`src/rtl/traffic_pkg.sv`:
```
// Shared light encodings, fault codes and monitor states for the lamp fault monitor.
// Lights are one-hot {red, yellow, green}; dark is only ever produced by the flash output.
package traffic_pkg;

    localparam logic [2:0] LT_RED  = 3'b100;
    localparam logic [2:0] LT_YEL  = 3'b010;
    localparam logic [2:0] LT_GRN  = 3'b001;
    localparam logic [2:0] LT_DARK = 3'b000;

    localparam logic [2:0] FC_NONE  = 3'd0;
    localparam logic [2:0] FC_ENC   = 3'd1;
    localparam logic [2:0] FC_CONF  = 3'd2;
    localparam logic [2:0] FC_SEQ   = 3'd3;
    localparam logic [2:0] FC_STUCK = 3'd4;

    typedef enum logic [1:0] {
        PASS    = 2'd0,
        FLASH   = 2'd1,
        RECOVER = 2'd2
    } mon_state_t;

    function automatic logic is_valid_light(input logic [2:0] l);
        return (l == LT_RED) || (l == LT_YEL) || (l == LT_GRN);
    endfunction

    // Holding is always legal; otherwise only the G->Y->R->G cycle is allowed.
    function automatic logic is_legal_step(input logic [2:0] prev, input logic [2:0] cur);
        return (cur == prev) ||
               ((prev == LT_GRN) && (cur == LT_YEL)) ||
               ((prev == LT_YEL) && (cur == LT_RED)) ||
               ((prev == LT_RED) && (cur == LT_GRN));
    endfunction

endpackage

```
`src/rtl/lamp_watchdog.sv`:
```
// Per-approach checker: encoding, sequence against the last accepted light, and
// a saturating consecutive-active counter that flags a stuck non-red lamp.
module lamp_watchdog
    import traffic_pkg::*;
#(
    parameter int MAX_ON_CYC = 60
) (
    input  logic       clk,
    input  logic       rst,
    input  logic [2:0] light,
    input  logic       prev_red,
    input  logic       count_en,
    input  logic       commit,
    input  logic       clear,
    output logic       active,
    output logic       enc_err,
    output logic       seq_err,
    output logic       stuck
);

    localparam int CW = $clog2(MAX_ON_CYC + 1);
    localparam logic [CW-1:0] CNT_MAX = CW'(MAX_ON_CYC);

    logic [CW-1:0] cnt;
    logic [2:0]    prev;
    logic [2:0]    prev_ref;

    assign prev_ref = prev_red ? LT_RED : prev;
    assign active   = (light != LT_RED);
    assign enc_err  = !is_valid_light(light);
    assign seq_err  = !enc_err && !is_legal_step(prev_ref, light);
    // Flags on the cycle that would carry the count up to the limit.
    assign stuck    = active && (cnt >= (CNT_MAX - CW'(1)));

    always_ff @(posedge clk or negedge rst) begin
        if (!rst) begin
            cnt  <= '0;
            prev <= LT_RED;
        end else begin
            if (clear) begin
                cnt <= '0;
            end else if (count_en) begin
                if (!active) begin
                    cnt <= '0;
                end else if (cnt != CNT_MAX) begin
                    cnt <= cnt + CW'(1);
                end
            end
            if (commit) begin
                prev <= light;
            end else if (clear) begin
                prev <= LT_RED;
            end
        end
    end

endmodule

```
`src/rtl/light_fault_monitor.sv`:
```
// Lamp-driver front end: passes controller lights through while they are sane,
// otherwise latches a fault and flashes red until an operator clear and all-red recovery.
// Optional macro LFM_FAULT_COUNT_EN adds a saturating fault_count output.
//
//   state   | meaning
//   PASS    | checked inputs registered onto the lamp drives
//   FLASH   | fault latched, all drives flash red/dark, waiting for fault_clr
//   RECOVER | solid all-red interval, inputs re-checked on its last cycle
module light_fault_monitor
    import traffic_pkg::*;
#(
    parameter int MAX_ON_CYC = 60,
    parameter int FLASH_HALF = 1,
    parameter int ALLRED_CYC = 3
) (
    input  logic       clk,
    input  logic       rst,
    input  logic [2:0] light_M1,
    input  logic [2:0] light_S,
    input  logic [2:0] light_M2,
    input  logic [2:0] light_MT,
    input  logic       fault_clr,
    output logic [2:0] drv_M1,
    output logic [2:0] drv_S,
    output logic [2:0] drv_M2,
    output logic [2:0] drv_MT,
    output logic       fault,
    output logic [2:0] fault_code
`ifdef LFM_FAULT_COUNT_EN
    ,
    output logic [7:0] fault_count
`endif
);

    localparam int FW = (FLASH_HALF > 1) ? $clog2(FLASH_HALF) : 1;
    localparam int RW = (ALLRED_CYC > 1) ? $clog2(ALLRED_CYC) : 1;
    localparam logic [FW-1:0] FLASH_LAST   = FW'(FLASH_HALF - 1);
    localparam logic [RW-1:0] RECOVER_LAST = RW'(ALLRED_CYC - 1);
    localparam logic [3:0][2:0] ALL_RED  = {4{LT_RED}};
    localparam logic [3:0][2:0] ALL_DARK = {4{LT_DARK}};

    mon_state_t      state, state_nxt;
    logic [3:0][2:0] light_vec;
    logic [3:0][2:0] drv_q, drv_nxt;
    logic [2:0]      code_q, code_nxt;
    logic [FW-1:0]   fcnt, fcnt_nxt;
    logic            phase_off, phase_nxt;
    logic [RW-1:0]   rcnt, rcnt_nxt;

    logic [3:0] active, enc_err, seq_err, stuck;
    logic       prev_red, count_en, commit, clear, to_flash;
    logic       conflict;
    logic [2:0] chk_code;

    // Index order: 0 = M1, 1 = S, 2 = M2, 3 = MT.
    assign light_vec = {light_MT, light_M2, light_S, light_M1};
    assign prev_red  = (state == RECOVER);

    genvar gi;
    generate
        for (gi = 0; gi < 4; gi++) begin : g_wd
            lamp_watchdog #(
                .MAX_ON_CYC(MAX_ON_CYC)
            ) u_wd (
                .clk      (clk),
                .rst      (rst),
                .light    (light_vec[gi]),
                .prev_red (prev_red),
                .count_en (count_en),
                .commit   (commit),
                .clear    (clear),
                .active   (active[gi]),
                .enc_err  (enc_err[gi]),
                .seq_err  (seq_err[gi]),
                .stuck    (stuck[gi])
            );
        end
    endgenerate

    // Side road excludes every main movement; opposing main and turn exclude each other.
    assign conflict = (active[1] && (active[0] || active[2] || active[3])) ||
                      (active[2] && active[3]);

    always_comb begin
        chk_code = FC_NONE;
        if (|enc_err) begin
            chk_code = FC_ENC;
        end else if (conflict) begin
            chk_code = FC_CONF;
        end else if (|seq_err) begin
            chk_code = FC_SEQ;
        end else if (|stuck) begin
            chk_code = FC_STUCK;
        end
    end

    always_comb begin
        state_nxt = state;
        drv_nxt   = drv_q;
        code_nxt  = code_q;
        fcnt_nxt  = fcnt;
        phase_nxt = phase_off;
        rcnt_nxt  = rcnt;
        count_en  = 1'b0;
        commit    = 1'b0;
        clear     = 1'b0;
        to_flash  = 1'b0;
        case (state)
            PASS: begin
                if (chk_code == FC_NONE) begin
                    drv_nxt  = light_vec;
                    count_en = 1'b1;
                    commit   = 1'b1;
                end else begin
                    to_flash = 1'b1;
                    clear    = 1'b1;
                end
            end
            FLASH: begin
                clear = 1'b1;
                if (fault_clr) begin
                    state_nxt = RECOVER;
                    drv_nxt   = ALL_RED;
                    rcnt_nxt  = '0;
                end else if (fcnt == FLASH_LAST) begin
                    fcnt_nxt  = '0;
                    phase_nxt = !phase_off;
                    drv_nxt   = phase_off ? ALL_RED : ALL_DARK;
                end else begin
                    fcnt_nxt = fcnt + FW'(1);
                end
            end
            RECOVER: begin
                clear = 1'b1;
                if (rcnt == RECOVER_LAST) begin
                    if (chk_code == FC_NONE) begin
                        state_nxt = PASS;
                        drv_nxt   = light_vec;
                        code_nxt  = FC_NONE;
                        commit    = 1'b1;
                    end else begin
                        to_flash = 1'b1;
                    end
                end else begin
                    rcnt_nxt = rcnt + RW'(1);
                end
            end
            default: begin
                state_nxt = PASS;
                drv_nxt   = ALL_RED;
                code_nxt  = FC_NONE;
            end
        endcase
        if (to_flash) begin
            state_nxt = FLASH;
            drv_nxt   = ALL_RED;
            code_nxt  = chk_code;
            fcnt_nxt  = '0;
            phase_nxt = 1'b0;
        end
    end

    always_ff @(posedge clk or negedge rst) begin
        if (!rst) begin
            state     <= PASS;
            drv_q     <= ALL_RED;
            code_q    <= FC_NONE;
            fcnt      <= '0;
            phase_off <= 1'b0;
            rcnt      <= '0;
        end else begin
            state     <= state_nxt;
            drv_q     <= drv_nxt;
            code_q    <= code_nxt;
            fcnt      <= fcnt_nxt;
            phase_off <= phase_nxt;
            rcnt      <= rcnt_nxt;
        end
    end

    assign drv_M1     = drv_q[0];
    assign drv_S      = drv_q[1];
    assign drv_M2     = drv_q[2];
    assign drv_MT     = drv_q[3];
    assign fault      = (state != PASS);
    assign fault_code = code_q;

`ifdef LFM_FAULT_COUNT_EN
    logic [7:0] fcount_q;

    always_ff @(posedge clk or negedge rst) begin
        if (!rst) begin
            fcount_q <= 8'd0;
        end else if (to_flash && (fcount_q != 8'hFF)) begin
            fcount_q <= fcount_q + 8'd1;
        end
    end

    assign fault_count = fcount_q;
`endif

endmodule

```
`config.mk`:
```
export PLATFORM = sky130hd
export DESIGN_NAME = light_fault_monitor
export DESIGN_NICKNAME = d
export VERILOG_FILES = /design/src/rtl/traffic_pkg.sv /design/src/rtl/lamp_watchdog.sv /design/src/rtl/light_fault_monitor.sv
export SDC_FILE = /design/constraint.sdc
export NUM_CORES = 1
export LEC_CHECK = 0
export ABC_AREA = 1
export CORE_MARGIN = 2
export CORE_UTILIZATION = 52
export DETAILED_ROUTE_END_ITERATION = 12
export PLACE_DENSITY = 0.77
export SLEW_MARGIN = 25
export SYNTH_ARGS = -nofsm -noshare
export SYNTH_HDL_FRONTEND = slang
export SYNTH_SLANG_ARGS = --single-unit
```
`constraint.sdc`:
```
create_clock -name clk -period 3 [get_ports clk]
set_clock_uncertainty 0.15 [all_clocks]
set_input_delay 0.45 -clock clk [delete_from_list [all_inputs] [get_ports clk]]
set_output_delay 0.45 -clock clk [all_outputs]
set_load 0.01 [all_outputs]
```
==> out/qor.txt <==
Cell Count Post-Placement = 691
max_cap viols = 0
Rel. slew slack = 53.54%
status = complete, no violations
worst hold path class = primary input to asynchronous set/reset pin
critical path's slowest cell = dfrtp_2
Post-synth EDFFs = 0
die height = 90.45 um
worst vdd ir = 0.0002651 V
die span in x = 90.45 um
RSZ-0062 raised after global routing = no
clk_lat worst skew = 320 ps
Clock transition at path regs = 100 ps
Final WS setup = 262.6 ps
Setup Viol. Count Final = 0
Top FF cell, synth = dfrtp_1
leakage power = 2.289 nW
final RePlAce weighted congestion = 0.9205
worst reg2reg setup slack = 260 ps
Routed Wire Length = 8.847 mm
Synth Instances = 556
Final #Nets = 628
Synth Warn # = 0
P_sw = 1.269 mW
critical path type = flip-flop to flip-flop
vias in the first global route = 3567
delay of the slowest critical-path stage = 430 ps
Overflow after GRT = 0
Yosys reg bits = 56
Ports = 31
synth unique cells = 37
largest net degree at the start of global routing = 57
WP data required = 3120 ps
P_int = 1.748 mW
type of origin of the critical path = flip-flop
FP Rows = 31
switching part of the total = 42.06%
CTS Buf Count = 5
Flop pwr share = 34.1%
initial antenna violation count = 0
GRT Resource Usage Total = 22.63%
drc violations = 0
f_max = 0.3653 GHz
average size of a mapped cell = 6.990 um^2
M2 GR Usage = 38.35%
vias = 3705
crit path DAT = 2850 ps
DIE AREA = 0.008181 mm^2
postcts setup bufs = 0
period utilisation layout = 91.25%
leading area contributor after synthesis = dfrtp_1
Cell Count, Final, Fillers Out = 699
busiest layer in global routing = met2
Layout area overhead = 15.74%
area fraction of the dominant cell type after synthesis = 30.91%
r2r endpoint = g_wd[2].u_wd.cnt[4]$_DFFE_PN0P_
Initial Util = 53.58%
Synth Net Count = 585
core area = 0.007253 mm^2
met1 Track Usage GR = 27.83%
Pre-antenna DRT Iters = 4
layout cell share with drive strength beyond 1 = 11.83%
top cells by area, synth = dfrtp_1 (31%), nand2_1 (16%), nand3_1 (8.5%)
met3 Track Usage GR = 3.673%
number of diodes = 0
wire per inst = 12.66 um
maximum root-to-sink buffer count = 2
CTS HTree Levels = 2
worst r2r src = state[0]$_DFFE_PN0P_
first-pass GRT wire length = 15.51 mm
Via density = 5.300
antenna-violating nets left = 0
worst slew pin tran = 696.9 ps
asr flop ratio synth = 100.0%
Syn Std Cell Area = 0.003886 mm^2
count leader, synth = nand2_1
CP startpoint = state[0]$_DFFE_PN0P_
worst-path fanout max = 8
clock root buffer = clkbuf_8
Final Hold Fails = 0
total power = 3.017 mW
Place WS = 127.7 ps
Max Slew Vio Count = 0
CTS tree = yes
detailed placer's ending HPWL = 6.658 mm
crit end category = flip-flop
clock sinks = 56
post-synthesis sequential area ratio = 36.32%
Comb power frac = 49.6%
clock power share = 16.2%
IO Port Bufs = 30
post-route setup TNS = 0 ps
pwr dens = 670.7 mW/mm^2
Critical Path Most Common Cell = nand3_1
drt initial violations = 234
Final min period = 2737 ps
critical-path cell list = inv_1 -> ha_1 -> buf_4 -> nor2_2 -> xor2_1 -> nand3_1 -> nand3_1 -> nand2_1 -> nor2_4 -> nand3_4 -> nand2_4 -> nand2_4 -> buf_4 -> a21oi_1 -> nand3_1 -> nand2_1
Synth top cells by count = nand2_1 (161), nand3_1 (66), inv_1 (63), nor2_1 (63), dfrtp_1 (48)
worst reg-to-reg path cell count = 16
-- power groups by stage --
stage | registers (mW) | logic (mW) | clock network (mW)
after floorplan | 1.06 | 1.01 | 0
after global placement | 1.04 | 1.45 | 0
after detailed placement | 1.04 | 1.49 | 0
after CTS | 1.03 | 1.49 | 0.507
after global routing | 1.05 | 1.68 | 0.532
final | 1.03 | 1.50 | 0.490
-- final cells by class --
cell class / instances / area (um^2)
fillers: 670 / 2755
multi-input cells: 413 / 2126
flip-flops and latches: 56 / 1413
repair buffers: 51 / 452.9
inverters: 72 / 275.3
well taps: 99 / 123.9
clock buffers: 6 / 72.57
clock inverters: 2 / 35.03
-- worst max-delay path, delay by kind of cell (launching register included) --
kind / cells / cell delay, ps
buf+inv: 3 / 440
compound gates: 1 / 150
fa+ha+maj: 1 / 260
simple gates: 10 / 1090
xor+xnor: 1 / 160
flops: 1 / 430
-- sequential cells by signal (all words and copies together) (netlist names) --
name,flops
g_wd.u_wd.cnt,24
drv_MT,3
state,2
drv_M1,3
g_wd.u_wd.prev,12
drv_S,3
rcnt,2
drv_M2,3
phase_off,1
fault_code,3
-- per-stage QoR --
step / hold WS [ps] / util (%) / instance area [um^2]
2_1_floorplan: 4.409 / - / 3886
3_3_place_gp: 305.1 / 60.38 / 4379
3_5_place_dp: 308.3 / 60.38 / 4379
4_1_cts: 145.1 / 61.86 / 4487
5_1_grt: 179.7 / 62.01 / 4498
6_report: 99.87 / 62.01 / 4498
-- per-layer routing --
| metal | wire length, um | part of all wire (%) |
|---|---|---|
| met1 | 4002 | 45 |
| met2 | 4146 | 47 |
| met4 | 274 | 3.1 |
| met3 | 424 | 4.8 |
| met5 | 0 | 0 |
-- logic make-up (layout without fill, tap and decap cells) --
kind of cell,after synthesis,count (layout),share of synthesized area [%]
and+or+nand+nor,334,334,39.54
buffers and inverters,87,131,9.111
xor gates and xnor gates,8,8,1.803
AOI/OAI and AO/OA,56,56,8.435
DFF,56,56,36.32
muxes,1,1,0.2897
adders and majority gates,14,14,4.507
-- how the worst max path moves through the flow --
| stage | slack (ps) | cells after the start | to |
|---|---|---|---|
| after detailed placement | 130 | 14 | g_wd[2].u_wd.cnt[4]$_DFFE_PN0P_ |
| final | 260 | 16 | g_wd[2].u_wd.cnt[4]$_DFFE_PN0P_ |
| after global routing | 40 | 17 | g_wd[1].u_wd.cnt[1]$_DFFE_PN0P_ |
| after global placement | 150 | 14 | g_wd[2].u_wd.cnt[4]$_DFFE_PN0P_ |
| after floorplan | 340 | 19 | g_wd[1].u_wd.cnt[2]$_DFFE_PN0P_ |
| after CTS | 150 | 18 | g_wd[2].u_wd.cnt[4]$_DFFE_PN0P_ |
-- timing repair --
| action | 4_1_cts | 5_1_grt |
|---|---|---|
| endpoints found under the setup margin | 0 | 34 |
| hold buffers | 0 | 0 |
| gates resized for setup | 0 | 6 |
-- placed cells by master (no fill, tap or decap), types with 7 or more instances in the layout --
master           Yosys  final
dfstp_2              8      8
nand4_1             14     14
buf_4                2     21
nor2_1              63     61
nand3_1             66     66
o21ai_0             11     11
clkdlybuf4s50_1      0     29
dfrtp_1             48     47
ha_1                14     14
o31ai_1              8      8
inv_1               63     63
a21oi_1             23     23
nand2_1            161    161
nand2_2              7      7
Note: power is estimated with default switching activity, not from simulation.
